[config.mk]
export PLATFORM = sky130hd
export DESIGN_NAME = us_timer_flat
export DESIGN_NICKNAME = d
export VERILOG_FILES = /design/src/rtl/us_timer_if.sv /design/src/rtl/us_timer.sv /design/src/flat_wrapper.sv
export SDC_FILE = /design/constraint.sdc
export NUM_CORES = 1
export LEC_CHECK = 0
export CAP_MARGIN = 20
export CORE_MARGIN = 3
export CORE_UTILIZATION = 44
export DETAILED_ROUTE_END_ITERATION = 6
export MAX_ROUTING_LAYER = met4
export PLACE_DENSITY = 0.74
export SLEW_MARGIN = 10
export SYNTH_ARGS = -nofsm -noshare
export SYNTH_HDL_FRONTEND = slang
export SYNTH_SLANG_ARGS = --single-unit
[constraint.sdc]
create_clock -name clk -period 2.6 [get_ports clk]
set_input_delay 0.65 -clock clk [delete_from_list [all_inputs] [get_ports clk]]
set_output_delay 0.65 -clock clk [all_outputs]
set_load 0.005 [all_outputs]
[src/rtl/us_timer_if.sv]
// Control/status bundle for us_timer: requests from the master, status back from the timer.
interface us_timer_if #(
  parameter int CNT_W = 16
);
  logic             start;
  logic             stop;
  logic             mode;
  logic [CNT_W-1:0] period;
  logic             busy;
  logic             done;
  logic [CNT_W-1:0] remain;

  modport master (
    output start, stop, mode, period,
    input  busy, done, remain
  );

  modport slave (
    input  start, stop, mode, period,
    output busy, done, remain
  );
endinterface

[src/rtl/us_timer.sv]
// Microsecond down-counter driven by rising edges of the 1 MHz divider output.
// Define US_TIMER_SYNC_EN to insert a two-flop synchronizer ahead of the edge detector.
module us_timer #(
  parameter int CNT_W = 16
) (
  input  logic       clk,
  input  logic       rst,
  input  logic       clk_1mhz,
  us_timer_if.slave  tmr
);

  localparam logic [CNT_W-1:0] ONE = CNT_W'(1);

  typedef enum logic {
    IDLE = 1'b0,
    RUN  = 1'b1
  } state_t;

  logic sample;
  logic sample_prev_reg;
  logic tick;

`ifdef US_TIMER_SYNC_EN
  localparam int SYNC_STAGES = 2;
  logic [SYNC_STAGES-1:0] sync_reg;
  logic [SYNC_STAGES-1:0] sync_next;
  genvar gi;
  generate
    for (gi = 0; gi < SYNC_STAGES; gi++) begin : g_sync
      if (gi == 0) begin : g_head
        assign sync_next[gi] = clk_1mhz;
      end else begin : g_tail
        assign sync_next[gi] = sync_reg[gi-1];
      end
    end
  endgenerate

  always_ff @(posedge clk or posedge rst) begin
    if (rst) begin
      sync_reg <= '0;
    end else begin
      sync_reg <= sync_next;
    end
  end

  assign sample = sync_reg[SYNC_STAGES-1];
`else
  // Divider shares clk, so its output is already a clean synchronous level.
  assign sample = clk_1mhz;
`endif

  // Previous sample starts high so a level already high at reset release is not a tick.
  always_ff @(posedge clk or posedge rst) begin
    if (rst) begin
      sample_prev_reg <= 1'b1;
    end else begin
      sample_prev_reg <= sample;
    end
  end

  assign tick = sample & ~sample_prev_reg;

  state_t           state_reg, state_next;
  logic [CNT_W-1:0] remain_reg, remain_next;
  logic [CNT_W-1:0] period_reg, period_next;
  logic             mode_reg, mode_next;
  logic             done_reg, done_next;
  logic             start_ok;

  assign start_ok = tmr.start && (tmr.period != '0);

  always_ff @(posedge clk or posedge rst) begin
    if (rst) begin
      state_reg  <= IDLE;
      remain_reg <= '0;
      period_reg <= '0;
      mode_reg   <= 1'b0;
      done_reg   <= 1'b0;
    end else begin
      state_reg  <= state_next;
      remain_reg <= remain_next;
      period_reg <= period_next;
      mode_reg   <= mode_next;
      done_reg   <= done_next;
    end
  end

  always_comb begin
    state_next  = state_reg;
    remain_next = remain_reg;
    period_next = period_reg;
    mode_next   = mode_reg;
    done_next   = 1'b0;

    case (state_reg)
      IDLE: begin
        if (!tmr.stop && start_ok) begin
          period_next = tmr.period;
          mode_next   = tmr.mode;
          remain_next = tmr.period;
          state_next  = RUN;
        end
      end

      RUN: begin
        if (tmr.stop) begin
          remain_next = '0;
          state_next  = IDLE;
        end else if (start_ok) begin
          // Restart swallows a coincident final tick, so no done here.
          period_next = tmr.period;
          mode_next   = tmr.mode;
          remain_next = tmr.period;
        end else if (tick) begin
          if (remain_reg > ONE) begin
            remain_next = remain_reg - ONE;
          end else begin
            done_next = 1'b1;
            if (mode_reg) begin
              remain_next = period_reg;
            end else begin
              remain_next = '0;
              state_next  = IDLE;
            end
          end
        end
      end
    endcase
  end

  assign tmr.busy   = (state_reg == RUN);
  assign tmr.done   = done_reg;
  assign tmr.remain = remain_reg;

endmodule

[src/flat_wrapper.sv]
// flat-port wrapper written by rule: the top's interface ports become plain ports
module us_timer_flat 
#(
  parameter int CNT_W = 16
)
  (clk, rst, clk_1mhz, tmr_start, tmr_stop, tmr_mode, tmr_period, tmr_busy, tmr_done, tmr_remain);
  us_timer_if #(.CNT_W(CNT_W)) tmr_i ();
  input  logic clk;
  input  logic rst;
  input  logic clk_1mhz;
  input wire logic [$bits(tmr_i.start)-1:0] tmr_start;
  input wire logic [$bits(tmr_i.stop)-1:0] tmr_stop;
  input wire logic [$bits(tmr_i.mode)-1:0] tmr_mode;
  input wire logic [$bits(tmr_i.period)-1:0] tmr_period;
  output wire logic [$bits(tmr_i.busy)-1:0] tmr_busy;
  output wire logic [$bits(tmr_i.done)-1:0] tmr_done;
  output wire logic [$bits(tmr_i.remain)-1:0] tmr_remain;
  assign tmr_i.start = tmr_start;
  assign tmr_i.stop = tmr_stop;
  assign tmr_i.mode = tmr_mode;
  assign tmr_i.period = tmr_period;
  assign tmr_busy = tmr_i.busy;
  assign tmr_done = tmr_i.done;
  assign tmr_remain = tmr_i.remain;
  us_timer #(.CNT_W(CNT_W)) u_core (.clk(clk), .rst(rst), .clk_1mhz(clk_1mhz), .tmr(tmr_i));
endmodule
==> flow_metrics.env <==
export IMPL_htreeDepth=2
export IMPL_p_leak_nw=1.27
export IMPL_dp_final_hpwl_um=4090
export IMPL_maxCapViolCount=0
export IMPL_layout_nets=324
export IMPL_cts_buffer_depth=2
export IMPL_fin_crit_ps=2560
export IMPL_p_total_mw=1.71
export IMPL_final_util_pct=65.2
export IMPL_area_delta_synth_final_pct=39.4
export IMPL_power_frac_clock_pct=31.5
export IMPL_finalSetupTns_ps=0
export IMPL_row_count=24
export IMPL_crit_slowest_cell="or4_4"
export IMPL_gr_total_overflow=0
export IMPL_dieArea_sq_um=5580
export IMPL_cts_hold_buf=0
export IMPL_drv_slew=0
export IMPL_pwr_density_cell_nw_per_um2=591
export IMPL_worst_slew_pin_slew_ps=674
export IMPL_synth_cell_type_count=47
export IMPL_die_x_um=74.7
export IMPL_hold_viol=0
export IMPL_post_place_ws_ps=-385
export IMPL_cts_root_buf="clkbuf_8"
export IMPL_track_usage_pct=23.2
export IMPL_clock_latency_ps=290
export IMPL_synth_edff_count=0
export IMPL_numCtsBuffers=5
export IMPL_yosysWarnings=0
export IMPL_max_freq_mhz=391
export IMPL_grt_pass1_wl_um=9520
export IMPL_p_comb_share_pct=26.9
export IMPL_clkSinkCount=36
export IMPL_ys_ff_latch=36
export IMPL_power_switching_uw=502
export IMPL_ant_nets=0
export IMPL_synth_main_ff_cell="dfrtp_1"
export IMPL_vias=1992
export IMPL_ios=40
export IMPL_cts_tree="done"
export IMPL_slew_headroom_pct=55.1
export IMPL_path_delay_family="buffers and inverters"
export IMPL_num_antenna_cells=0
export IMPL_start_kind="input pin"
export IMPL_vdd_ir_drop_max_v=0.000286
export IMPL_drc=0
export IMPL_numPortBuffers=39
export IMPL_cp_arrival_ps=2740
export IMPL_seq_area_frac_synth_pct=43.4
export IMPL_via_per_inst=5.64
export IMPL_place_gp_congestion=0.823
export IMPL_start_util_pct=46.8
export IMPL_timing_final_ws_setup_ps=42.2
export IMPL_seq_power_share_pct=41.6
export IMPL_cp_cell_sequence="clkdlybuf4s50_1 -> or4_4 -> buf_4 -> o41ai_4 -> nand3_4 -> buf_12 -> o311ai_1"
export IMPL_cell_internal_pwr_mw=1.21
export IMPL_grt_max_degree=37
export IMPL_clk_pin_slew_worst_paths_ps=70
export IMPL_skew_ps=2.86
export IMPL_required_ps=2780
export IMPL_drt_total_wl_um=5780
export IMPL_syn_avg_cell_area_sq_um=8.88
export IMPL_netSwitchingFraction_pct=29.3
export IMPL_reg2reg_slack_ps=430
export IMPL_wl_per_cell_um=16.4
export IMPL_grt_pass1_vias=1964
export IMPL_crit_fanout=10
export IMPL_chipHeight_um=74.7
export IMPL_max_stage_delay_ps=540
export IMPL_dr_first_iter_drc_count=134
export IMPL_endpoint_kind="register"
export IMPL_synth_async_reset_ratio_pct=100
export IMPL_layout_drive_gt1_share_pct=20.9
export IMPL_outcome="complete, no violations"
export IMPL_antenna_found_initial=0
export IMPL_netlist_area_sq_um=2080
export IMPL_coreArea_sq_um=4440
export IMPL_drtPass1Iterations=4
export IMPL_critical_path_class="input pin to register"
export IMPL_grt_setup_unrepaired="yes"
export IMPL_worst_hold_path_type="register to register"
export IMPL_cp_num_buf_inv=3
export IMPL_synth_cells=234
export IMPL_finalSetupViolations=0
export IMPL_fin_crit_sh_pct=98.4
export IMPL_syn_nets=258
[power groups by stage]
stage / registers (mW) / clock network [mW] / logic, mW
floorplan: 0.696 / 0 / 0.256
global placement: 0.718 / 0 / 0.434
detailed placement: 0.720 / 0 / 0.445
CTS: 0.710 / 0.544 / 0.454
global route: 0.721 / 0.574 / 0.511
finish: 0.713 / 0.539 / 0.461
[logic make-up (layout without fill, tap and decap cells)]
family / count (synthesis) / after routing / synth area share [%]
simple gates: 121 / 121 / 28.3
mux: 5 / 5 / 2.71
fa+ha+maj: 2 / 2 / 1.20
flops: 36 / 36 / 43.4
compound gates: 44 / 44 / 16.1
xor+xnor: 11 / 11 / 4.64
buf+inv: 15 / 82 / 3.61
[cell usage after synthesis (3+ instances only)]
library cell / count / area (sq um)
nand3_1: 7 / 35.0
inv_1: 3 / 11.3
mux2_2: 5 / 56.3
a21boi_0: 3 / 22.5
buf_2: 6 / 30.0
nand2_1: 65 / 244
o31ai_1: 4 / 30.0
o31ai_2: 3 / 37.5
a21boi_1: 3 / 22.5
nor3_1: 9 / 45.0
o21ai_0: 3 / 15.0
dfrtp_1: 35 / 876
nor2_1: 13 / 48.8
nor2b_1: 3 / 18.8
a21oi_1: 12 / 60.1
or4_1: 3 / 22.5
o211ai_1: 6 / 45.0
xnor2_1: 9 / 78.8
nand4_1: 3 / 18.8
clkbuf_1: 4 / 15.0
[layout by cell type, fill, tap and decap left out, types with 2 or more instances in the layout]
master	n
o21ai_0	3
nor2_1	13
buf_4	31
nand2b_1	2
clkdlybuf4s50_1	38
nand3_1	7
mux2_2	5
ha_1	2
and2_1	2
nor2b_1	3
or4_1	2
nand4_1	3
nor4_1	2
o31ai_1	2
clkbuf_8	7
nand4b_1	2
o31ai_2	5
a21oi_1	12
xnor2_1	9
nor3_1	9
inv_1	3
xor2_1	2
nand2_1	65
o211ai_1	6
dfrtp_1	35
or4_4	3
a21boi_1	5
[per-layer routing]
layer | vias to the layer above | share of wire (%) | global-route usage (%)
li1 | 954 | - | -
met1 | 970 | 44 | 29.3
met2 | 60 | 51 | 37.6
met3 | 8 | 4.5 | 5.34
met4 | 0 | 1.4 | 6.52
met5 | - | 0 | -
[final cells by class]
type,instances,area (sq um)
multi-input cells,183,1150
clock inverters,1,30.0
flip-flops and latches,36,902
inverters,3,11.3
repair buffers,71,646
clock buffers,7,96.3
well taps,52,65.1
fillers,384,1550
[tightest hold or removal path: stages (launching register included)]
cell     delay [ps]
dfrtp_1         340
nand2_1          50
nand2_1          60
[metrics by stage]
stage	cells	hold WS, ps	area [sq um]
after floorplan	234	446	2080
after global placement	343	459	2700
after detailed placement	343	463	2700
after CTS	353	482	2860
after global routing	353	500	2900
final	353	479	2900
[worst paths after layout]
path / end / startpoint / cells after the start
max: u_core.tmr.remain[7] / tmr_period[0] / 7
min: u_core.period_reg[14] / u_core.period_reg[14] / 2
max reg2reg: u_core.tmr.remain[5] / u_core.tmr.remain[11] / 6
min reg2reg: u_core.period_reg[14] / u_core.period_reg[14] / 2
max in group asynchronous: u_core.sample_prev_reg / rst / 3
min in group asynchronous: u_core.period_reg[5] / rst / 3
[what timing repair did]
action                     in CTS  in global routing
hold endpoints to repair        0                  0
resized for setup               2                  9
cloned                          0                  0
setup buffers                   2                  0
pin swaps                       2                  2
setup endpoints to repair       3                 16
(Power assumes the default switching activity.)
